[config.mk]
export PLATFORM = sky130hd
export DESIGN_NAME = instr_text_parser
export DESIGN_NICKNAME = d
export VERILOG_FILES = /design/src/rtl/instr_pkg.sv /design/src/rtl/decimal_accumulator.sv /design/src/rtl/instr_text_parser.sv
export SDC_FILE = /design/constraint.sdc
export NUM_CORES = 1
export LEC_CHECK = 0
export CAP_MARGIN = 30
export CORE_ASPECT_RATIO = 0.5
export CORE_MARGIN = 1.5
export CORE_UTILIZATION = 25
export DETAILED_ROUTE_END_ITERATION = 12
export PLACE_DENSITY = 0.4
export REMOVE_ABC_BUFFERS = 1
export SLEW_MARGIN = 15
export SYNTH_ARGS = -nofsm -noshare
export SYNTH_HDL_FRONTEND = slang
export SYNTH_SLANG_ARGS = --single-unit
[constraint.sdc]
create_clock -name clk -period 2.81 [get_ports clk]
set_input_delay 0.562 -clock clk [delete_from_list [all_inputs] [get_ports clk]]
set_output_delay 0.562 -clock clk [all_outputs]
set_load 0.01 [all_outputs]
[src/rtl/instr_pkg.sv]
// Shared types and constants for the light-grid puzzle text parsers.
// Holds the field widths, the op encoding, the instruction word layout
// and the ASCII control characters recognised by the parser.
package instr_pkg;

  localparam int POSITION_WIDTH    = 12;
  localparam int INSTRUCTION_WIDTH = 2 + 4 * POSITION_WIDTH;

  // 2'b00 is reserved to mean "no op recognised yet" and is never emitted.
  typedef enum logic [1:0] {
    OP_NONE   = 2'b00,
    OP_ON     = 2'b01,
    OP_OFF    = 2'b10,
    OP_TOGGLE = 2'b11
  } op_t;

  typedef logic [POSITION_WIDTH-1:0] position_t;

  typedef struct packed {
    op_t       op;
    position_t x0;
    position_t y0;
    position_t x1;
    position_t y1;
  } instr_t;

  localparam logic [7:0] CH_LF    = 8'h0A;
  localparam logic [7:0] CH_CR    = 8'h0D;
  localparam logic [7:0] CH_COMMA = 8'h2C;
  localparam logic [7:0] CH_NUL   = 8'h00;

endpackage

[src/rtl/decimal_accumulator.sv]
// Decimal digit accumulator: detects ASCII digits and builds value = value*10 + digit.
// overflow flags (combinationally) that the presented digit would exceed WIDTH bits.
// clear has priority over shift; with neither asserted the value holds.
module decimal_accumulator #(
  parameter int WIDTH      = 12,
  parameter int CHAR_WIDTH = 8
) (
  input  logic                  clk,
  input  logic                  reset_n,
  input  logic [CHAR_WIDTH-1:0] char_in,
  input  logic                  shift,
  input  logic                  clear,
  output logic                  is_digit,
  output logic                  overflow,
  output logic [WIDTH-1:0]      value
);

  localparam int SUM_WIDTH = WIDTH + 4;

  logic [3:0]           digit;
  logic [SUM_WIDTH-1:0] sum;

  // Digit decode and the candidate next value, widened so overflow is visible.
  always_comb begin
    is_digit = (char_in >= CHAR_WIDTH'(48)) && (char_in <= CHAR_WIDTH'(57));
    digit    = 4'(char_in - CHAR_WIDTH'(48));
    sum      = SUM_WIDTH'(value) * SUM_WIDTH'(10) + SUM_WIDTH'(digit);
    overflow = is_digit && (sum[SUM_WIDTH-1:WIDTH] != '0);
  end

  // Accumulator register.
  always_ff @(posedge clk or negedge reset_n) begin
    if (!reset_n) begin
      value <= '0;
    end else if (clear) begin
      value <= '0;
    end else if (shift && is_digit) begin
      value <= sum[WIDTH-1:0];
    end
  end

endmodule

[src/rtl/instr_text_parser.sv]
// ASCII instruction-line parser: "turn on|turn off|toggle X0,Y0 through X1,Y1\n" -> {op,x0,y0,x1,y1}.
// instr_valid one cycle after the terminating '\n' (or 0x00); end_of_file after the final instruction.
// No backpressure; optional grid range check enabled by INSTR_TEXT_PARSER_RANGE_CHECK_EN.
module instr_text_parser #(
  parameter int INBOUND_DATA_WIDTH = 8,
  parameter int POSITION_WIDTH     = 12,
  parameter int GRID_SIZE          = 1000,
  parameter int INSTRUCTION_WIDTH  = 2 + 4 * POSITION_WIDTH
) (
  input  logic                          clk,
  input  logic                          reset_n,
  input  logic                          inbound_valid,
  input  logic [INBOUND_DATA_WIDTH-1:0] inbound_data,
  output logic                          instr_valid,
  output logic [INSTRUCTION_WIDTH-1:0]  instr_data,
  output logic                          end_of_file,
  output logic                          parse_error
);
  import instr_pkg::*;

  if (INSTRUCTION_WIDTH != 2 + 4 * POSITION_WIDTH) begin : g_bad_width
    $error("instr_text_parser: INSTRUCTION_WIDTH must equal 2+4*POSITION_WIDTH");
  end

  typedef enum logic [2:0] {
    S_LINE_START, S_OP_TEXT, S_NUMBERS, S_ERROR_SKIP, S_EOF
  } state_t;

  localparam logic [INBOUND_DATA_WIDTH-1:0] C_LF  = INBOUND_DATA_WIDTH'(CH_LF);
  localparam logic [INBOUND_DATA_WIDTH-1:0] C_CR  = INBOUND_DATA_WIDTH'(CH_CR);
  localparam logic [INBOUND_DATA_WIDTH-1:0] C_NUL = INBOUND_DATA_WIDTH'(CH_NUL);
  localparam logic [INBOUND_DATA_WIDTH-1:0] C_O   = INBOUND_DATA_WIDTH'(8'h6F);
  localparam logic [INBOUND_DATA_WIDTH-1:0] C_U   = INBOUND_DATA_WIDTH'(8'h75);
  localparam logic [INBOUND_DATA_WIDTH-1:0] C_N   = INBOUND_DATA_WIDTH'(8'h6E);
  localparam logic [INBOUND_DATA_WIDTH-1:0] C_F   = INBOUND_DATA_WIDTH'(8'h66);

  state_t                    state;
  logic [2:0]                col;
  logic                      is_turn;
  op_t                       op;
  logic [2:0]                idx;
  logic                      in_num;
  logic                      eof_pend;
  logic [POSITION_WIDTH-1:0] field [4];

  logic                      is_lf, is_cr, is_nul, is_digit, ovf;
  logic                      acc_shift, acc_clear, range_ok, line_ok;
  logic [POSITION_WIDTH-1:0] acc;
  logic [POSITION_WIDTH-1:0] eff [4];
  logic [2:0]                eff_idx;

  decimal_accumulator #(
    .WIDTH      (POSITION_WIDTH),
    .CHAR_WIDTH (INBOUND_DATA_WIDTH)
  ) u_acc (
    .clk      (clk),
    .reset_n  (reset_n),
    .char_in  (inbound_data),
    .shift    (acc_shift),
    .clear    (acc_clear),
    .is_digit (is_digit),
    .overflow (ovf),
    .value    (acc)
  );

  // Character classes and the line as it would look if it ended on this character.
  always_comb begin
    is_lf     = (inbound_data == C_LF);
    is_cr     = (inbound_data == C_CR);
    is_nul    = (inbound_data == C_NUL);
    acc_shift = inbound_valid && is_digit && (state == S_OP_TEXT || state == S_NUMBERS);
    acc_clear = inbound_valid && !is_digit && !is_cr;
    eff_idx   = idx + {2'b00, in_num};
    for (int i = 0; i < 4; i++) begin
      eff[i] = (in_num && idx == 3'(i)) ? acc : field[i];
    end
`ifdef INSTR_TEXT_PARSER_RANGE_CHECK_EN
    range_ok = (int'(eff[0]) < GRID_SIZE) && (int'(eff[1]) < GRID_SIZE) &&
               (int'(eff[2]) < GRID_SIZE) && (int'(eff[3]) < GRID_SIZE) &&
               (eff[0] <= eff[2]) && (eff[1] <= eff[3]);
`else
    range_ok = 1'b1;
`endif
    line_ok = (eff_idx == 3'd4) && (op != OP_NONE) && range_ok;
  end

  // Line-parsing FSM with registered strobes and sticky error.
  always_ff @(posedge clk or negedge reset_n) begin
    if (!reset_n) begin
      state       <= S_LINE_START;
      col         <= '0;
      is_turn     <= 1'b0;
      op          <= OP_NONE;
      idx         <= '0;
      in_num      <= 1'b0;
      eof_pend    <= 1'b0;
      for (int i = 0; i < 4; i++) field[i] <= '0;
      instr_valid <= 1'b0;
      instr_data  <= '0;
      end_of_file <= 1'b0;
      parse_error <= 1'b0;
    end else begin
      instr_valid <= 1'b0;
      end_of_file <= eof_pend;
      eof_pend    <= 1'b0;
      if (inbound_valid && !is_cr && state != S_EOF) begin
        if (is_nul) begin
          state <= S_EOF;
          if ((state == S_OP_TEXT || state == S_NUMBERS) && line_ok) begin
            instr_valid <= 1'b1;
            instr_data  <= {op, eff[0], eff[1], eff[2], eff[3]};
            eof_pend    <= 1'b1;
          end else begin
            end_of_file <= 1'b1;
            if (state == S_OP_TEXT || state == S_NUMBERS) parse_error <= 1'b1;
          end
        end else if (is_lf && state != S_LINE_START) begin
          if (state != S_ERROR_SKIP) begin
            if (line_ok) begin
              instr_valid <= 1'b1;
              instr_data  <= {op, eff[0], eff[1], eff[2], eff[3]};
            end else begin
              parse_error <= 1'b1;
            end
          end
          state   <= S_LINE_START;
          idx     <= '0;
          in_num  <= 1'b0;
          op      <= OP_NONE;
          is_turn <= 1'b0;
        end else begin
          case (state)
            S_LINE_START: begin
              if (!is_lf) begin
                state <= S_OP_TEXT;
                col   <= 3'd1;
              end
            end
            S_OP_TEXT: begin
              if (is_digit) begin
                state  <= S_NUMBERS;
                in_num <= 1'b1;
              end else begin
                if (col == 3'd1 && inbound_data == C_O) op <= OP_TOGGLE;
                if (col == 3'd1 && inbound_data == C_U) is_turn <= 1'b1;
                if (col == 3'd6 && is_turn && inbound_data == C_N) op <= OP_ON;
                if (col == 3'd6 && is_turn && inbound_data == C_F) op <= OP_OFF;
                if (col != 3'd7) col <= col + 3'd1;
              end
            end
            S_NUMBERS: begin
              if (is_digit) begin
                // A fifth number or a value wider than a field poisons the line.
                if ((!in_num && idx == 3'd4) || ovf) begin
                  state       <= S_ERROR_SKIP;
                  parse_error <= 1'b1;
                end else begin
                  in_num <= 1'b1;
                end
              end else if (in_num) begin
                field[idx[1:0]] <= acc;
                idx             <= idx + 3'd1;
                in_num          <= 1'b0;
              end
            end
            default: ;
          endcase
        end
      end
    end
  end

endmodule

# ---- Word level (Yosys, flattened, before mapping)
# Cells that the tools add are included.
dict set report totals {
  reg_bits 127
  in_bits 11
  output_inout_bits 53
}
dict set report classes {
  n_addsub 5
  mul 1
  n_lt_le_gt_ge 4
  eq_ne 33
  mux 63
  bitwise_logic 4
  n_reduce_logical 58
}
# operator count
set ops {}
lappend ops {{$mux W50} 5}
lappend ops {{$mux W12} 7}
lappend ops {{$bwmux W48} 1}
lappend ops {{$mux W3} 12}
lappend ops {{$eq A8 B7 Y1 const B} 4}
lappend ops {{$mux W1} 28}
lappend ops {{$reduce_and A5 Y1} 5}
lappend ops {{$demux W12 S2} 1}
lappend ops {{$logic_and A1 B1 Y1} 23}
lappend ops {{$reduce_bool A2 Y1} 10}
lappend ops {{$add A16 B4 Y16} 1}
lappend ops {{$eq A8 B4 Y1 const B} 2}
lappend ops {{$mul A12 B3 Y15 const B} 1}
lappend ops {{$reduce_bool A3 Y1} 5}
lappend ops {{$mux W2} 6}
lappend ops {{$reduce_and A6 Y1} 2}
lappend ops {{$eq A3 B1 Y1 const B} 3}
lappend ops {{$eq A3 B2 Y1 const B} 3}
lappend ops {{$eq A3 B3 Y1 const B} 3}
lappend ops {{$ne A3 B2 Y1 const B} 3}
lappend ops {{$ne A3 B3 Y1 const B} 3}
lappend ops {{$pmux W3 S3} 1}
lappend ops {{$ge A8 B6 Y1 const B} 1}
lappend ops {{$le A8 B6 Y1 const B} 1}
lappend ops {{other kinds (22)} 37}

# ---- Logic depth before layout (Yosys ltp)
dict set report depth {
  ltp_word 10
  depth_mapped 10
  ltp_nobuf 10
}

# ---- By module
# Synthesis repeated with hierarchy kept, for this count alone.
dict set report unflattened {
  hier_cells 607
  area_unflattened_um2 6925.4
}
# mod instances cells_per_inst area_each_um2 seq_area_each_um2
set by_module_without_submodules {}
lappend by_module_without_submodules {instr_text_parser 1 462 5560.3 2877.8}
lappend by_module_without_submodules {decimal_accumulator 1 145 1365.1 300.3}

# ---- Worst setup path before layout
# No wires, ideal clock.
dict set report synth_timing {
  kind {register -> register}
  from {reg u_acc.value[5]}
  to {reg state[0]}
  setup_ns 0.067
  t_arrival_ns 2.646
  t_required_ns 2.743
  path_slack_ns 0.098
  stages_incl_launch_ff 10
  n_path_buf 0
  synth_period_minus_slack_ns 2.712
  cell_sequence {dfrtp_1 -> ha_1 -> ha_1 -> and3_1 -> a221oi_2 -> xnor2_1 -> nand4_1 -> nor4b_1 -> mux2i_1 -> a41o_1}
}
dict set report synth_between {
  elab_chain_cells 7
}
# item line
set synth_rtl {}
lappend synth_rtl {{start: declaration} decimal_accumulator.sv:15} ;# output logic [WIDTH-1:0] value
lappend synth_rtl {{start signal: assignment} decimal_accumulator.sv:38} ;# value <= sum[WIDTH-1:0];
lappend synth_rtl {{$mul A12 B3 Y15} decimal_accumulator.sv:27} ;# sum = SUM_WIDTH'(value) * SUM_WIDTH'(10) + SUM_WIDTH'(digit);
lappend synth_rtl {{$add A16 B4 Y16} decimal_accumulator.sv:27}
lappend synth_rtl {{$reduce_bool A4 Y1} decimal_accumulator.sv:28} ;# overflow = is_digit && (sum[SUM_WIDTH-1:WIDTH] != '0);
lappend synth_rtl {{$logic_and A1 B1 Y1} decimal_accumulator.sv:28}
lappend synth_rtl {{$logic_or A1 B1 Y1} instr_text_parser.sv:154} ;# if ((!in_num && idx == 3'd4) || ovf) begin
lappend synth_rtl {{$ne A4 B2 Y1 (no line)} --}
lappend synth_rtl {{$reduce_and A6 Y1 (no line)} --}
lappend synth_rtl {{end signal: assignment} instr_text_parser.sv:135} ;# state <= S_OP_TEXT;
lappend synth_rtl {{end signal: assignment} instr_text_parser.sv:141} ;# state <= S_NUMBERS;
lappend synth_rtl {{end signal: assignment} instr_text_parser.sv:155} ;# state <= S_ERROR_SKIP;
lappend synth_rtl {{end: declaration} instr_text_parser.sv:37} ;# state_t state;
# No other way between the ends.
# A chain may end at the register's enable or synchronous reset.

# ---- Worst setup path in the final report
dict set report layout_timing {
  from {reg u_acc.value[4]}
  to {reg state[0]}
}
# The elaborated chain is that of the path after synthesis.

==> results by group <==
Pwr
  • Peak supply drop: 410 uV
  • Power per cell area: 489 mW/mm^2
  • Leakage power: 4.57 nW

Setup path
  • Startpoint Class: flip-flop
  • Critical Path Start: u_acc.value[4]
  • R2R setup slack: 60 ps
  • Worst EP arrival: 3060 ps
  • Reg2reg start: u_acc.value[4]
  • Crit path capture: state[0]
  • Reg-to-reg endpoint: state[0]
  • CP Capture Type: flip-flop
  • Reg2Reg Depth: 10
  • Critical path required time: 3120 ps
  • Type of the worst setup path: flip-flop to flip-flop
  • Critical path fanouts, max: 4

Finish
  • Most common cell after layout, fill and taps aside: dfrtp_1
  • Commonest cells after routing, fill and taps aside: dfrtp_1, buf_4, nor2_1
  • Post-route insts no fill: 1096
  • Fillers: 2637
  • Diode count: 0
  • Fraction of final layout cells sized beyond drive strength 1: 26.2%
  • Layout Nets: 778
  • Synth-to-layout area growth: 35.7%

Floorplan
  • Total Die Area: 0.0280 sq mm
  • Initial Util: 25.5%
  • Die extent in y: 119 um
  • Core area: 0.0264 sq mm
  • Chip Width: 235 um
  • Core Rows: 42
  • IO Count: 64

STA
  • Final setup vio count: 0
  • Relative slew slack: 40.0%
  • Fmax: 364 MHz
  • RSZ-0062 raised after global routing: true
  • Tmin final: 2750 ps
  • Setup Skew: 15.9 ps
  • Slew @ Worst Pin: 897 ps
  • Slew Viols, Final: 0
  • Final Cycle Share: 97.7%
  • Setup_tns: 0 ps
  • Hold Vio Cnt, Final: 0

Synthesis
  • Predominant post-synthesis flop cell: dfrtp_1
  • Synth unique cells: 55
  • Synth Warn #: 0
  • Syn Area/Cell: 11.2 sq um
  • Sequential share of the synthesized area: 47.2%
  • Post-Syn Area: 0.00673 sq mm
  • Synth Register Bits: 127
  • Post-synth EDFFs: 0
  • Synth async-reset ratio: 100%
  • Syn Inst Count: 602

Place
  • Routability cong.: 0.856
  • DP HPWL: 12500 um
  • Port buffer count: 63
  • Dpl cells: 1058

Drt
  • Initial drt markers: 266
  • WL/cell: 16.0 um
  • Pre-antenna DRT Iters: 5
  • Via count: 4926
  • Final ANT Viol Nets: 0
  • Via/cell ratio: 4.49
  • Routed wire length: 17600 um
  • DRC violations left: 0

Status
  • Status: complete, no violations

Clock network
  • Clock Pin Slew Worst Setup and Hold Paths: 60 ps
  • CTS Sinks: 127
  • Worst skew pair latency: 440 ps
  • Num CTS Buffers: 17
  • CTS Buffer Depth: 2
  • TritonCTS clock tree: built
  • H-Tree Depth: 4
  • Clk root buf: clkbuf_16

Global route
  • Grt ovf: 0
  • Total GRT Usage: 13.1%
  • Vias in the first global route: 5017
  • Initial antenna violation count: 0
  • First-pass GRT wire length: 28000 um
  • Largest net degree at the start of global routing: 59

Run
  • Max_cap viols: 0

Worst hold path
  • HP Class: flip-flop to flip-flop
-- Yosys cell counts (all sizes together) (2+ instances only) --
cell | n | area (sq um)
dfrtp | 127 | 3180
nor2 | 69 | 259
a21oi | 64 | 320
mux2 | 52 | 728
mux2i | 50 | 500
ha | 34 | 425
nand2 | 31 | 126
buf | 22 | 156
o21ai | 19 | 95.1
clkbuf | 15 | 56.3
nor3 | 14 | 85.1
inv | 11 | 41.3
xnor2 | 9 | 78.8
a21o | 7 | 60.1
nand3 | 7 | 35.0
a22o | 6 | 52.6
and3 | 6 | 37.5
xor2 | 6 | 52.6
nand4 | 5 | 31.3
nand3b | 4 | 30.0
o21a | 4 | 30.0
a221oi | 3 | 32.5
and2 | 3 | 18.8
nand2b | 3 | 18.8
nor2b | 3 | 18.8
o31ai | 3 | 22.5
a31oi | 2 | 12.5
a41o | 2 | 20.0
fa | 2 | 40.0
nor4 | 2 | 12.5
o2111a | 2 | 22.5
-- layer usage --
layer	GRT usage, %	wire length (um)
met2	19.3	7610
met1	18.4	9120
met5	0	0
met3	3.62	594
met4	4.50	230
-- through the flow --
step | util [%] | setup WS [ps] | cell area [sq um] | hold slack (ps) | power [mW]
floorplan | - | -2030 | 6520 | 266 | 2.08
global placement | 31.4 | -160 | 8300 | 464 | 2.24
detailed placement | 31.4 | -143 | 8300 | 466 | 2.25
CTS | 33.9 | 1.60 | 8970 | 481 | 4.55
global route | 34.5 | -57.1 | 9130 | 492 | 4.67
finish | 34.5 | 63.7 | 9130 | 472 | 4.47
-- flip-flops by register name, summed over array words and instances (netlist names) --
register	flops
in_num	1
u_acc.value	12
field	48
end_of_file	1
idx	3
parse_error	1
instr_valid	1
is_turn	1
instr_data	50
col	3
eof_pend	1
op	2
state	3
-- report_power, final --
group	switching, mW	internal (mW)	total [mW]
Combinational	0.178	0.140	0.318
Clock	0.838	1.42	2.26
Sequential	0.0335	1.86	1.89
-- kinds of logic after synthesis --
group | count (synthesis) | synth area share (%)
muxes | 102 | 18.3
and+or+nand+nor | 154 | 10.9
AOI/OAI and AO/OA | 120 | 11.0
xor gates and xnor gates | 15 | 1.95
DFF | 127 | 47.2
adders and majority gates | 36 | 6.92
buffers and inverters | 48 | 3.77
-- how the worst min path moves through the flow --
stage              from     endpoint  slack (ps)  depth (start not counted)
6_report       eof_pend  end_of_file         470                          1
5_1_grt        eof_pend  end_of_file         490                          1
4_1_cts        eof_pend  end_of_file         480                          1
3_5_place_dp    reset_n  end_of_file         470                          1
3_3_place_gp    reset_n  end_of_file         460                          1
2_1_floorplan   reset_n       col[0]         270                          0
-- layout make-up --
| type | count | area (sq um) | area share, % |
|---|---|---|---|
| clock inverter | 9 | 135 | 1.48 |
| tap | 352 | 440 | 4.82 |
| sequential | 127 | 3180 | 34.8 |
| timing repair buffer | 147 | 1390 | 15.3 |
| inverter | 11 | 41.3 | 0.452 |
| clock buffer | 23 | 458 | 5.02 |
| multi-input combinational | 427 | 3480 | 38.1 |
-- timing repair --
item                                    CTS  global route
resized for setup                         5            25
endpoints found under the hold margin    10             0
pin swaps                                 8            15
endpoints found under the setup margin    4             9
hold buffers                              1             0
buffers inserted                          3             2
-- worst max-delay path, stage by stage (launching register included) --
cell      delay [ps]
dfrtp_2          460
ha_4             300
ha_4             190
a21o_1           200
a221oi_4         370
buf_4            190
o21ai_2           70
a221oi_4         360
nor4b_4           90
mux2i_2          180
a41o_1           220
Power figures use the tool's default switching activity.
==> variant: new RTL, same flow settings <==
Make the reset (`reset_n`) synchronous in 2 clocked blocks.
--- a/src/rtl/decimal_accumulator.sv
+++ b/src/rtl/decimal_accumulator.sv
@@ -29,7 +29,7 @@
   end
 
   // Accumulator register.
-  always_ff @(posedge clk or negedge reset_n) begin
+  always_ff @(posedge clk) begin
     if (!reset_n) begin
       value <= '0;
     end else if (clear) begin
--- a/src/rtl/instr_text_parser.sv
+++ b/src/rtl/instr_text_parser.sv
@@ -85,7 +85,7 @@
   end
 
   // Line-parsing FSM with registered strobes and sticky error.
-  always_ff @(posedge clk or negedge reset_n) begin
+  always_ff @(posedge clk) begin
     if (!reset_n) begin
       state       <= S_LINE_START;
       col         <= '0;
Function: differs if reset_n is asserted again (counterexample within 4 cycles, from zero or initial values and one cycle with reset_n low); with reset_n held inactive, the same outputs for 4 cycles.
==> variant against the original RTL <==
  * The flow now finishes with violations (negative setup slack)
  * Count of clock-buffer cells in the layout fell by 5
  * Setup slack got worse by 85 ps
  * Clock skew fell by 6.0 ps
  * Sequential cell count did not move
  * Total power fell by 0.11%
  * Synthesized cell count rose by 21%
  * Wire length rose by 21%
  * Synthesized area fell by 0.46%
  * Final area rose by 4.6%
  * Critical path depth rose by 1
  * Largest cell class unchanged
  * Largest power group unchanged
==> variant: results (changes against the original RTL) <==
* Slew margin rel. at 61.3% (+21 points)
* Layout cell share with drive strength beyond 1 at 24.7% (-1.5 points)
* Multiplexer share of the synthesized area at 1.20% (-17 points)
* Total GRT Usage at 15.6% (+2.5 points)
* Crit path largest cell delay at 500 ps (+40 ps)
* Post-layout worst setup margin at -21.6 ps (-85.3 ps)
* Final setup violating endpoints at 2 (+2)
* Vias in the first global route at 6000 (+20%)
* First-pass GRT wire length at 33400 um (+19%)
* Net Sw Power at 1.15 mW (+9.1%)
* Synth cell count leaders: nor2_1 (99), dfxtp_1 (79), nand2_1 (68)
* Post-synthesis compound-gate area fraction at 15.1% (+4.1 points)
* NumNets Final at 945 (+21%)
* Drt initial violations at 317 (+19%)
* Antenna violations before repair at 1 (+1)
* EDFF count, synth at 48 (+48)
* Hold Startpoint: col[1]$_SDFFE_PN0P_
* Worst-skew pair later-pin latency at 420 ps (-20 ps)
* Post-Synth XOR/XNOR Area at 1.83% (-0.12 points)
* GR Util met1 at 22.0% (+3.6 points)
* Worst Skew at 9.96 ps (-5.98 ps)
* Status: complete, but fails checks
* Largest fanout on the critical path at 3 (-1)
* Violated checks: negative setup slack
* Library cells used by synthesis at 61 (+11%)
* Post-DR wirelength/cell at 16.8 um (+4.8%)
[variant: cell families (layout without fill, tap and decap cells)]
logic type | count (synthesis) | in the layout
fa+ha+maj | 36 | 36
compound gates | 131 | 131
flops | 127 | 127
simple gates | 345 | 345
buf+inv | 68 | 250
mux | 8 | 8
xor+xnor | 14 | 14
[variant: what timing repair did]
action,in CTS,in global routing
setup buffers,6,4
pin swaps,22,8
gates resized for setup,37,13
setup endpoints to repair,4,5
hold endpoints to repair,0,0
[variant: per-stage QoR]
step                setup slack (ps)  cell area (um2)  setup TNS [ps]  instances
finish                         -21.6             9550           -26.3       1263
global placement                -398             8640          -30040       1223
CTS                            -14.5             9430           -24.5       1258
floorplan                      -2170             6490         -107120        677
global route                    -141             9550            -577       1263
detailed placement              -436             8640          -28030       1223
[variant: final timing paths]
path,endpoint,slack (ps),cells past startpoint
max reg2reg,state[1]$_SDFFE_PN0P_,-20,11
max,state[1]$_SDFFE_PN0P_,-20,11
min,col[1]$_SDFFE_PN0P_,500,2
min reg2reg,col[1]$_SDFFE_PN0P_,500,2
[variant: power by group through the flow]
stage	logic, mW	registers (mW)	clock network (mW)
finish	0.356	1.96	2.15
global route	0.391	1.96	2.28
CTS	0.357	1.96	2.20
detailed placement	0.355	2.00	0
global placement	0.351	2.00	0
floorplan	0.172	2.00	0
[variant: routing by layer]
| metal | up-vias | share of wire, % | routed length, um |
|---|---|---|---|
| met1 | 2946 | 51 | 10900 |
| met4 | 0 | 0.61 | 130 |
| li1 | 2992 | - | - |
| met5 | - | 0 | 0 |
| met2 | 58 | 46 | 9750 |
| met3 | 10 | 2.0 | 429 |
[variant: worst min-delay path, stage by stage (launching register included)]
cell	delay, ps
dfxtp_1	330
nand2_1	60
a21oi_1	50
[variant: area by class of cell]
class                      count  area share (%)
inverter                      16           0.629
clock inverter                14            1.39
timing repair buffer         202            18.6
clock buffer                  18            4.49
tap                          352            4.61
sequential                   127            31.7
multi-input combinational    534            38.6
